`src/rtl/store_check_pkg.sv`:
```
// Shared types and constants for the store check monitor.
// Holds the verdict state enum and the fail_code values.
package store_check_pkg;

    typedef enum logic [1:0] {
        ST_RUN  = 2'd0,
        ST_PASS = 2'd1,
        ST_FAIL = 2'd2
    } state_t;

    localparam logic [1:0] FC_NONE    = 2'b00;
    localparam logic [1:0] FC_DATA    = 2'b01;
    localparam logic [1:0] FC_TIMEOUT = 2'b10;
    localparam logic [1:0] FC_ORDER   = 2'b11;

endpackage

```
`src/rtl/store_check_timer.sv`:
```
// RUN-cycle counter with freeze enable and terminal-count compare.
// Ports: clk, reset (sync, high), en (count this cycle),
//        cycle_count (elapsed RUN cycles), timeout_hit (last allowed cycle).
module store_check_timer #(
    parameter int CNT_W          = 32,
    parameter int TIMEOUT_CYCLES = 10000
) (
    input  logic             clk,
    input  logic             reset,
    input  logic             en,
    output logic [CNT_W-1:0] cycle_count,
    output logic             timeout_hit
);

    localparam logic [CNT_W-1:0] LAST = CNT_W'(TIMEOUT_CYCLES - 1);

    always_ff @(posedge clk) begin
        if (reset) begin
            cycle_count <= '0;
        end else if (en) begin
            cycle_count <= cycle_count + CNT_W'(1);
        end
    end

    assign timeout_hit = en && (cycle_count == LAST);

endmodule

```
`src/rtl/store_check_monitor.sv`:
```
// Pass/fail monitor checking an ordered list of expected stores on a CPU
// data-memory bus, with timeout, failure capture and sticky verdicts.
// Ports: clk, reset (sync, high), mem_write/data_addr/write_data (store bus),
//        exp_addr/exp_data (packed expected entries), done/pass/fail,
//        fail_code, check_idx, cycle_count, fail_addr, fail_data.
// Option: define STORE_CHECK_ORDER_EN to fail on stores to later entries.
module store_check_monitor
    import store_check_pkg::*;
#(
    parameter int ADDR_W         = 32,
    parameter int DATA_W         = 32,
    parameter int NUM_CHECKS     = 4,
    parameter int TIMEOUT_CYCLES = 10000,
    parameter int CNT_W          = 32,
    parameter int IDX_W          = $clog2(NUM_CHECKS + 1)
) (
    input  logic                         clk,
    input  logic                         reset,
    input  logic                         mem_write,
    input  logic [ADDR_W-1:0]            data_addr,
    input  logic [DATA_W-1:0]            write_data,
    input  logic [NUM_CHECKS*ADDR_W-1:0] exp_addr,
    input  logic [NUM_CHECKS*DATA_W-1:0] exp_data,
    output logic                         done,
    output logic                         pass,
    output logic                         fail,
    output logic [1:0]                   fail_code,
    output logic [IDX_W-1:0]             check_idx,
    output logic [CNT_W-1:0]             cycle_count,
    output logic [ADDR_W-1:0]            fail_addr,
    output logic [DATA_W-1:0]            fail_data
);

    localparam logic [IDX_W-1:0] LAST_IDX = IDX_W'(NUM_CHECKS - 1);

    state_t            state;
    state_t            state_nx;
    logic [IDX_W-1:0]  idx_q;
    logic [IDX_W-1:0]  idx_nx;
    logic [1:0]        fc_q;
    logic [1:0]        fc_nx;
    logic [ADDR_W-1:0] faddr_q;
    logic [ADDR_W-1:0] faddr_nx;
    logic [DATA_W-1:0] fdata_q;
    logic [DATA_W-1:0] fdata_nx;

    logic              run;
    logic              timeout_hit;
    logic [ADDR_W-1:0] cur_addr;
    logic [DATA_W-1:0] cur_data;
    logic              cur_hit;
    logic              later_hit;

    store_check_timer #(
        .CNT_W          (CNT_W),
        .TIMEOUT_CYCLES (TIMEOUT_CYCLES)
    ) u_timer (
        .clk         (clk),
        .reset       (reset),
        .en          (run),
        .cycle_count (cycle_count),
        .timeout_hit (timeout_hit)
    );

    // Select the current entry with an explicit compare so an index of
    // NUM_CHECKS (after PASS) never reads outside the packed vectors.
    always_comb begin
        cur_addr = '0;
        cur_data = '0;
        for (int k = 0; k < NUM_CHECKS; k++) begin
            if (idx_q == IDX_W'(k)) begin
                cur_addr = exp_addr[k*ADDR_W +: ADDR_W];
                cur_data = exp_data[k*DATA_W +: DATA_W];
            end
        end
    end

    assign cur_hit = mem_write && (data_addr == cur_addr);

`ifdef STORE_CHECK_ORDER_EN
    always_comb begin
        later_hit = 1'b0;
        for (int k = 0; k < NUM_CHECKS; k++) begin
            if ((IDX_W'(k) > idx_q) &&
                (data_addr == exp_addr[k*ADDR_W +: ADDR_W])) begin
                later_hit = 1'b1;
            end
        end
        later_hit = later_hit && mem_write && !cur_hit;
    end
`else
    assign later_hit = 1'b0;
`endif

    always_ff @(posedge clk) begin
        if (reset) begin
            state   <= ST_RUN;
            idx_q   <= '0;
            fc_q    <= FC_NONE;
            faddr_q <= '0;
            fdata_q <= '0;
        end else begin
            state   <= state_nx;
            idx_q   <= idx_nx;
            fc_q    <= fc_nx;
            faddr_q <= faddr_nx;
            fdata_q <= fdata_nx;
        end
    end

    always_comb begin
        state_nx = state;
        idx_nx   = idx_q;
        fc_nx    = fc_q;
        faddr_nx = faddr_q;
        fdata_nx = fdata_q;
        unique case (state)
            ST_RUN: begin
                if (cur_hit) begin
                    if (write_data == cur_data) begin
                        idx_nx = idx_q + IDX_W'(1);
                        if (idx_q == LAST_IDX) begin
                            state_nx = ST_PASS;
                        end
                    end else begin
                        state_nx = ST_FAIL;
                        fc_nx    = FC_DATA;
                        faddr_nx = data_addr;
                        fdata_nx = write_data;
                    end
                end else if (later_hit) begin
                    state_nx = ST_FAIL;
                    fc_nx    = FC_ORDER;
                    faddr_nx = data_addr;
                    fdata_nx = write_data;
                end
                // A non-final match on the last cycle still times out;
                // only reaching PASS or an earlier failure pre-empts it.
                if (timeout_hit && (state_nx == ST_RUN)) begin
                    state_nx = ST_FAIL;
                    fc_nx    = FC_TIMEOUT;
                end
            end
            ST_PASS: state_nx = ST_PASS;
            ST_FAIL: state_nx = ST_FAIL;
            default: state_nx = ST_RUN;
        endcase
    end

    always_comb begin
        run  = 1'b0;
        pass = 1'b0;
        fail = 1'b0;
        unique case (state)
            ST_RUN:  run  = 1'b1;
            ST_PASS: pass = 1'b1;
            ST_FAIL: fail = 1'b1;
            default: run  = 1'b0;
        endcase
        done = pass | fail;
    end

    assign check_idx = idx_q;
    assign fail_code = fc_q;
    assign fail_addr = faddr_q;
    assign fail_data = fdata_q;

endmodule

```
`config.mk`:
```
export PLATFORM = sky130hd
export DESIGN_NAME = store_check_monitor
export DESIGN_NICKNAME = d
export VERILOG_FILES = /design/src/rtl/store_check_pkg.sv /design/src/rtl/store_check_timer.sv /design/src/rtl/store_check_monitor.sv
export SDC_FILE = /design/constraint.sdc
export NUM_CORES = 1
export LEC_CHECK = 0
export ABC_CLOCK_PERIOD_IN_PS = 5500
export BUFFER_PORTS_ARGS = -buffer_cell sky130_fd_sc_hd__buf_2
export CAP_MARGIN = 10
export CORE_AREA = 2 2 164 166
export CTS_CLUSTER_SIZE = 16
export DETAILED_ROUTE_END_ITERATION = 7
export DIE_AREA = 0 0 166 168
export GPL_TIMING_DRIVEN = 0
export PLACE_DENSITY_LB_ADDON = 0.12
export SKIP_LAST_GASP = 1
export SYNTH_ARGS = -nofsm -noshare
export SYNTH_HDL_FRONTEND = slang
export SYNTH_HIERARCHICAL = 1
export SYNTH_SLANG_ARGS = --single-unit
```
`constraint.sdc`:
```
create_clock -name clk -period 5.5 [get_ports clk]
set_clock_uncertainty 0.15 [all_clocks]
set_input_delay 0.825 -clock clk [delete_from_list [all_inputs] [get_ports clk]]
set_output_delay 0.825 -clock clk [all_outputs]
set_load 0.01 [all_outputs]
```
==> impl_metrics.yaml, run 1 <==
status:
  outcome: "completed"
clock_network:
  postCtsSetupBuffers: 0
  cts-root-buf: "clkbuf_16"
  htree_num_levels: 3
  cts_buffers: 9
  cts.sinks: 103
  clk_latency_ps: 370
  cts.repair.resized: 8
  ctsHoldBuffers: 0
  cts_buffer_depth: 2
  clk_pin_slew_worst_paths_ps: 90
  tritoncts: "built"
finish:
  area_growth_pct: 33.8
  final_area_um2: 11600
  final_common_cell: "buf_2"
  fill_cells: 2874
  final_cell_mix: "buf_2 (453), nand2_1 (217), dfxtp_1 (103)"
  finish.utilization_pct: 43.9
  drive_gt1_share_pct: 32.8
  final_nets: 1933
global_routing:
  grt_max_degree: 20
  antenna_found_initial: 7
  globalRoute.totalOverflow: 0
  track_usage_pct: 35.1
  grt_pass1_vias: 11000
  grt_pass1_wl_mm: 73.0
synthesis:
  synthCells: 1166
  synth_edf_count: 0
  syn-cell-area_um2: 8650
  syn_nets: 1498
  yosysWarnings: 6
  synth_area_leader_cell: "dfxtp_1"
  synth.top_cell.area_share_pct: 23.8
  ys_ff_latch: 103
  synth.area.top_cells: "dfxtp_1 (24%), nand2_1 (9.4%), mux2i_1 (8.6%)"
  ys_seq_area_share_pct: 23.8
  synth_cell_types: 81
  synth_ff_type: "dfxtp_1"
  synthArstFlopShare_pct: 0
  avgSynthCellArea_um2: 7.42
timing:
  slew_headroom_pct: 7.63
  fmax_ghz: 0.188
  finalMaxSlewViolations: 0
  tns_ps: 0
  min_period_over_period_pct: 96.8
  period_needed_ps: 5320
  tightest_slew_ps: 1350
  hold_viol_final: 0
  rsz0062_at_grt: "no"
  setup_viol: 0
detailed_routing:
  drt-wirelength-per-cell_um: 26.1
  drt-total-wl_mm: 50.9
  drc: 0
  drt_iter0_drc: 1163
  drtAntennaViolNets: 0
  routed_via_density: 5.82
  vias: 11400
  drt_first_pass_iters: 6
hold_path:
  hold_path_depth: 2
  hp-class: "flip-flop to flip-flop"
  hold_start: "fail_addr[4]"
  whs_endpoint: "fail_addr[4]"
worst_setup_path:
  reg2reg_depth: 16
  reg2reg_from: "check_idx[2]"
  r2r_slack_ps: 180
  cp_max_fo: 10
  required_ps: 5640
  crit_type: "flip-flop to flip-flop"
  r2r_end: "fail_data[15]"
  start_kind: "flip-flop"
  end_kind: "flip-flop"
  arrival_ps: 5470
floorplan:
  dieArea_um2: 27900
  core_um2: 26400
  initial_core_util_pct: 32.8
  fp.dieW_um: 166
  row_count: 60
  fp.dieH_um: 168
  io_pins: 427
placement:
  dp_hpwl_mm: 40.7
  io_buffers: 425
  routabilityCongestion: 0.996
  dpl_cell_area_um2: 11200
pwr:
  powerDensity_nw_per_um2: 159
  ir_drop_v: 0.000121
  p_leak_nw: 5.19
  total_power_mw: 1.84
flow_run:
  max_cap_violations: 0
worst max-delay path by stage:
stage	startpoint	to	slack, ps	cells after the start
final	check_idx[2]	fail_data[15]	180	16
after CTS	check_idx[2]	fail_data[15]	1	16
after detailed placement	check_idx[2]	fail_data[15]	-700	17
after global routing	check_idx[2]	fail_data[15]	40	16
after floorplan	check_idx[2]	check_idx[0]	1390	13
after global placement	check_idx[2]	fail_data[6]	-650	17
sequential cells by signal (all words and copies together), names as in the netlist:
signal	cells
check_idx	3
fail_addr	32
fail_code	2
fail_data	32
state	2
u_timer/cycle_count	32
power breakdown:
part | switching [mW] | leakage [nW] | internal (mW)
clock | 0.375 | 0.148 | 0.334
sequential | 0.00322 | 0.830 | 0.747
combinational | 0.212 | 4.21 | 0.166
worst max-delay path: stages (launching register included):
cell        delay (ps)
dfxtp_1            320
buf_4              180
clkbuf_2           300
clkinvlp_4         260
ha_1               320
clkbuf_4           340
buf_2              360
buf_2              360
a211oi_1           140
o41ai_2            460
o311ai_0           270
nor4_2             440
nand4b_1           260
a21oi_2            290
buf_4              310
buf_6              220
mux2i_1            220
area by class of cell:
class	instances	area, um^2	area share (%)
multi-input combinational	939	6060	52.4
sequential	103	2060	17.8
inverter	39	154	1.33
timing repair buffer	425	2130	18.4
tap	341	427	3.69
clock inverter	6	57.6	0.497
buffer	84	432	3.73
antenna	6	15.0	0.130
clock buffer	10	239	2.07
per-stage QoR:
stage	hold WS (ps)	setup WS, ps	std cells
final	307	177	1953
after global routing	320	45.0	1951
after CTS	307	1.47	1947
after detailed placement	293	-701	1932
after global placement	289	-645	1932
after floorplan	321	1390	1166
synth_stat cells, types with 6 or more instances:
cell / count
a2111oi_0: 16
a21boi_0: 8
a21oi_1: 63
a221oi_1: 8
a22oi_1: 12
a31oi_1: 14
a32oi_1: 10
and3_1: 8
buf_2: 30
buf_4: 7
clkbuf_1: 40
dfxtp_1: 103
ha_1: 9
inv_1: 37
mux2_2: 10
mux2i_1: 74
nand2_1: 217
nand2b_1: 27
nand3_1: 23
nand3b_1: 38
nand4_1: 26
nor2_1: 32
nor2b_1: 35
nor3_1: 23
nor4_1: 23
o2111ai_1: 6
o211a_1: 12
o211ai_1: 10
o21a_1: 10
o21ai_0: 52
o21ai_1: 8
o22ai_1: 7
o31ai_1: 13
or3_1: 8
or4_1: 13
or4b_1: 8
xnor2_1: 18
xor2_1: 13
kinds of logic (layout without fill, tap and decap cells):
group | count (synthesis) | count (layout) | synth area share [%]
flip-flops | 103 | 103 | 23.8
XOR/XNOR | 31 | 31 | 3.14
other | 0 | 6 | 0
AND/OR/NAND/NOR | 515 | 515 | 31.4
multiplexers | 86 | 86 | 10.1
AO/OA/AOI/OAI | 298 | 298 | 23.6
buffers and inverters | 124 | 564 | 6.55
adder cells (fa/ha/maj) | 9 | 9 | 1.30
routing by layer:
layer	up-vias	share of wire [%]	GRT usage, %
li1	5173	-	-
met4	4	2.8	10.5
met2	676	47	59.4
met5	-	0.041	0
met1	5412	41	44.4
met3	94	9.2	8.35
No activity file was read; power rests on OpenSTA's default activity.
==> inputs of run 2 (changes only) <==
--- a/config.mk
+++ b/config.mk
@@ -5,7 +5,7 @@
 export SDC_FILE = /design/constraint.sdc
 export NUM_CORES = 1
 export LEC_CHECK = 0
-export ABC_CLOCK_PERIOD_IN_PS = 5500
+export ABC_CLOCK_PERIOD_IN_PS = 6400
 export BUFFER_PORTS_ARGS = -buffer_cell sky130_fd_sc_hd__buf_2
 export CAP_MARGIN = 10
 export CORE_AREA = 2 2 164 166
==> constraint.sdc (replaced) <==
create_clock -name clk -period 6.4 [get_ports clk]
set_clock_uncertainty 0.15 [all_clocks]
set_input_delay 0.96 -clock clk [delete_from_list [all_inputs] [get_ports clk]]
set_output_delay 0.96 -clock clk [all_outputs]
set_load 0.01 [all_outputs]
==> run 2 against run 1 <==
First-iteration DRC count increased by 4.6%. Sequential power shrank 14%. Routed wire length about the same. Critical path depth grew 1. Global-route usage barely moved. Utilization shrank 0.22 points. Setup slack better by 180 ps. Combinational power is 14% lower. Die area is the same. Worst hold slack is essentially flat. Cell area down 0.50%. Clock power is 14% lower. Critical path type unchanged. Critical endpoint unchanged. Largest cell class unchanged. Largest power group unchanged. Highest routed layer unchanged.
==> impl_metrics.yaml, run 2 (synthesis results as in run 1) <==
status:
  outcome: "completed"
timing:
  tightest_slew_ps: 1250
  fin_ws_ps: 355
  hold_slack_ps: 307
  tns_ps: 0
  setup_viol: 0
  min_period_over_period_pct: 94.5
  hold_viol_final: 0
  period_needed_ps: 6050
  finalMaxSlewViolations: 0
  slew_headroom_pct: 14.6
  rsz0062_at_grt: "no"
  fmax_ghz: 0.165
floorplan:
  io_pins: 427
  row_count: 60
  fp.dieH_um: 168
  fp.dieW_um: 166
  core_um2: 26400
  dieArea_um2: 27900
  initial_core_util_pct: 32.8
finish:
  final_nets: 1933
  instances_no_fill: 1953
  multi_input_area_um2: 6020
  final_cell_mix: "buf_2 (455), nand2_1 (217), dfxtp_1 (103)"
  regArea_um2: 2060
  final_common_cell: "buf_2"
  fill_cells: 2890
  drive_gt1_share_pct: 31.9
  area_growth_pct: 33.1
pwr:
  p_clk_share_pct: 38.7
  p_comb_share_pct: 20.5
  pwr-share-seq_pct: 40.7
  p_leak_nw: 5.17
  p_int_mw: 1.07
  powerDensity_nw_per_um2: 137
  power_switching_mw: 0.511
  switching_share_pct: 32.3
  ir_drop_v: 0.000102
hold_path:
  hp-class: "flip-flop to flip-flop"
  hold_start: "fail_addr[4]"
detailed_routing:
  drt-total-wl_mm: 50.9
  drtAntennaViolNets: 0
  met1_length_mm: 21.2
  vias: 11300
  routed_via_density: 5.78
  wl_met3_mm: 4.48
  drc: 0
  drt_first_pass_iters: 6
  dr_wl_met2_mm: 23.8
  highest_layer: "met5"
  drt_iter0_drc: 1217
  drt-wirelength-per-cell_um: 26.1
worst_setup_path:
  r2r_end: "fail_data[15]"
  cp-endpoint: "fail_data[15]"
  reg2reg_from: "check_idx[2]"
  required_ps: 6540
  arrival_ps: 6190
  r2r_slack_ps: 350
  critPathSlowestCell: "a2111oi_0"
  crit_type: "flip-flop to flip-flop"
  cp_max_fo: 10
  slowest_delay_ps: 630
  crit_chain: "buf_4, clkbuf_2, inv_1, ha_1, buf_2, buf_2, buf_2, a21boi_1, o21a_1, a2111oi_0, nand4_1, nor4_1, nand4b_1, a21oi_1, buf_4, buf_6, mux2i_1"
  start_kind: "flip-flop"
  end_kind: "flip-flop"
  reg2reg_depth: 17
  path_common_cell: "buf_2"
  startpoint: "check_idx[2]"
global_routing:
  globalRoute.totalOverflow: 0
  grt_pass1_wl_mm: 72.9
  grt_max_degree: 20
  antenna_found_initial: 7
  grt_pass1_vias: 11000
  track_usage_pct: 35.1
clock_network:
  cts_buffer_depth: 2
  tritoncts: "built"
  htree_num_levels: 3
  ctsHoldBuffers: 0
  cts.sinks: 103
  cts_buffers: 9
  clk_latency_ps: 380
  cts-root-buf: "clkbuf_16"
  clk_pin_slew_worst_paths_ps: 90
placement:
  place_ws_ps: 199
  routabilityCongestion: 0.996
  dp_hpwl_mm: 40.7
  io_buffers: 425
  placed_cells: 1932
flow_run:
  max_cap_violations: 0
[run 2: layer usage]
layer	vias up	GRT usage [%]
met4	4	9.83
met3	86	8.35
met2	648	59.4
met5	-	0
li1	5166	-
met1	5380	44.7
[run 2: per-stage QoR]
stage          util (%)  total power [mW]  cell area, um^2
4_1_cts            43.6              1.59            11500
3_3_place_gp       42.5             0.974            11200
2_1_floorplan         -             0.787             8650
5_1_grt            43.7              1.64            11500
6_report           43.7              1.58            11500
3_5_place_dp       42.5             0.976            11200
[run 2: worst min path at each step]
stage / end / slack (ps) / cells past startpoint
after floorplan: fail_code[0] / 320 / 2
after global placement: fail_addr[8] / 290 / 2
after detailed placement: fail_data[10] / 290 / 2
after CTS: fail_addr[4] / 310 / 2
after global routing: fail_addr[4] / 320 / 2
final: fail_addr[4] / 310 / 2
[run 2: area by class of cell]
class	count	share of cell area, %
tap	341	3.71
clock buffer	10	2.08
inverter	39	1.27
clock inverter	6	0.500
antenna	6	0.130
multi-input combinational	939	52.3
sequential	103	17.9
buffer	84	3.63
timing repair buffer	425	18.5
[run 2: repair_timing]
item / in CTS / in global routing
setup buffers: 0 / 0
endpoints found under the setup margin: 0 / 62
gates resized for setup: 0 / 2
[run 2: worst max-delay path, delay by kind of cell, from the launching register on]
family,cells,cell delay [ps]
fa+ha+maj,1,340
buf+inv,8,2490
mux,1,220
simple gates,3,1070
compound gates,4,1350
flops,1,310
[run 2: power groups by stage]
stage | clock [mW] | sequential, mW | combinational, mW
after floorplan | 0 | 0.660 | 0.127
after global placement | 0 | 0.660 | 0.315
after detailed placement | 0 | 0.660 | 0.316
after CTS | 0.623 | 0.645 | 0.318
after global routing | 0.647 | 0.645 | 0.345
final | 0.613 | 0.645 | 0.325
==> inputs of run 3 (changes only) <==
--- a/config.mk
+++ b/config.mk
@@ -13,7 +13,7 @@
 export DETAILED_ROUTE_END_ITERATION = 7
 export DIE_AREA = 0 0 166 168
 export GPL_TIMING_DRIVEN = 0
-export PLACE_DENSITY_LB_ADDON = 0.12
+export PLACE_DENSITY_LB_ADDON = 0.3
 export SKIP_LAST_GASP = 1
 export SYNTH_ARGS = -nofsm -noshare
 export SYNTH_HDL_FRONTEND = slang
==> run 3 against run 2 <==
Cell area increased by 0.41%. First-iteration DRC count is 5.7% lower. Worst hold slack got worse by 0.73 ps. Power up 1.4%. Critical path depth fell by 1. Sequential share of layout area decreased by 0.074 points. Largest cell class unchanged. Largest power group unchanged.
==> impl_metrics.yaml, run 3 (synthesis results as in run 1) <==
floorplan:
  initial_core_util_pct: 32.8
  fp.dieH_um: 168
  dieArea_um2: 27900
  io_pins: 427
  core_um2: 26400
  row_count: 60
  fp.dieW_um: 166
placement:
  placed_cells: 1932
  io_buffers: 425
  dp_hpwl_mm: 41.8
  routabilityCongestion: 1.01
  place_ws_ps: 83.8
timing:
  tns_ps: 0
  tightest_slew_ps: 1210
  fin_ws_ps: 273
  fmax_ghz: 0.163
  slew_headroom_pct: 17.0
  finalMaxSlewViolations: 0
  rsz0062_at_grt: "no"
  min_period_over_period_pct: 95.7
  period_needed_ps: 6130
  setup_viol: 0
  hold_viol_final: 0
detailed_routing:
  drt_iter0_drc: 1148
  drt_first_pass_iters: 6
  drt-wirelength-per-cell_um: 26.2
  routed_via_density: 5.82
  vias: 11400
  drc: 0
  drt-total-wl_mm: 51.3
  drtAntennaViolNets: 0
worst_setup_path:
  path_common_cell: "buf_2"
  required_ps: 6540
  critPathSlowestCell: "nor4_1"
  crit_chain: "buf_4, clkbuf_1, inv_1, ha_1, buf_2, buf_2, buf_2, a211oi_1, o41ai_1, o311ai_0, nor4_1, nand4b_1, a21oi_2, buf_4, buf_6, mux2i_1"
  crit_buf_inv: 8
  slowest_delay_ps: 640
  crit_type: "flip-flop to flip-flop"
  start_kind: "flip-flop"
  cpLargestDelayFamily: "buffers and inverters"
  r2r_slack_ps: 270
  end_kind: "flip-flop"
  arrival_ps: 6270
  cp_max_fo: 10
global_routing:
  grt_pass1_wl_mm: 73.4
  track_usage_pct: 35.5
  grt_max_degree: 22
  antenna_found_initial: 10
  grt_pass1_vias: 11200
  globalRoute.totalOverflow: 0
flow_run:
  max_cap_violations: 0
finish:
  multi_input_area_um2: 6030
  final_common_cell: "buf_2"
  final_cell_mix: "buf_2 (455), nand2_1 (217), dfxtp_1 (103)"
  final_nets: 1935
  fill_cells: 2800
  regArea_um2: 2060
  area_growth_pct: 33.6
  drive_gt1_share_pct: 32.0
  instances_no_fill: 1958
clock_network:
  clk_latency_ps: 380
  cts-root-buf: "clkbuf_16"
  ctsHoldBuffers: 0
  tritoncts: "built"
  cts_buffer_depth: 2
  htree_num_levels: 3
  clk_pin_slew_worst_paths_ps: 80
  cts_buffers: 9
  postCtsSetupBuffers: 0
  cts.sinks: 103
pwr:
  p_leak_nw: 5.19
  ir_drop_v: 0.0000993
  powerDensity_nw_per_um2: 139
  total_power_mw: 1.60
hold_path:
  hp-class: "flip-flop to flip-flop"
status:
  outcome: "completed"
-- run 3: cell types whose count changed in the layout (fill, tap and decap cells not counted), sizes merged --
cell and delta:
diode +3, inv -4, clkinv +5, dlymetal6s2s +1
-- run 3: worst reg2reg max path, delay by kind of cell, from the launching register on --
| family | cells | cell delay [ps] |
|---|---|---|
| and+or+nand+nor | 2 | 960 |
| buffers and inverters | 8 | 2550 |
| muxes | 1 | 230 |
| adders and majority gates | 1 | 360 |
| AOI/OAI and AO/OA | 4 | 1500 |
| DFF | 1 | 310 |
-- run 3: metal layers --
metal  track usage [%]  wire length (um)  vias to the layer above
li1                  -                 -                     5177
met2              60.4             24200                      633
met3              8.16              4030                      112
met5                 0                27                        -
met1              43.5             21200                     5463
met4              13.9              1800                        4
-- run 3: through the flow --
step	utilization, %	area [um^2]	hold slack, ps
final	43.9	11600	306
after global routing	43.8	11600	324
after CTS	43.7	11500	308
after detailed placement	42.5	11200	294
after global placement	42.5	11200	290
after floorplan	-	8650	321
-- run 3: final cells by class --
type,instances,area share (%)
antenna,9,0.195
multi-input combinational,939,52.1
buffer,85,3.65
inverter,39,1.27
tap,341,3.69
timing repair buffer,426,18.5
sequential,103,17.8
clock inverter,7,0.790
clock buffer,9,1.95
-- run 3: timing repair --
action	4_1_cts	5_1_grt
endpoints found under the setup margin	0	61
hold endpoints to repair	0	0
resized for setup	0	3
-- run 3: final timing paths --
kind                   endpoint  cells past startpoint          from
hold / removal     fail_data[8]                      2  fail_data[8]
hold reg to reg    fail_data[8]                      2  fail_data[8]
setup reg to reg  fail_data[15]                     16  check_idx[2]
setup / recovery  fail_data[15]                     16  check_idx[2]
-- run 3: where the power goes --
part           switching, mW  internal (mW)  total (mW)
clock network          0.345          0.283       0.627
logic                  0.189          0.143       0.333
registers            0.00298          0.642       0.645
total                  0.537           1.07        1.60
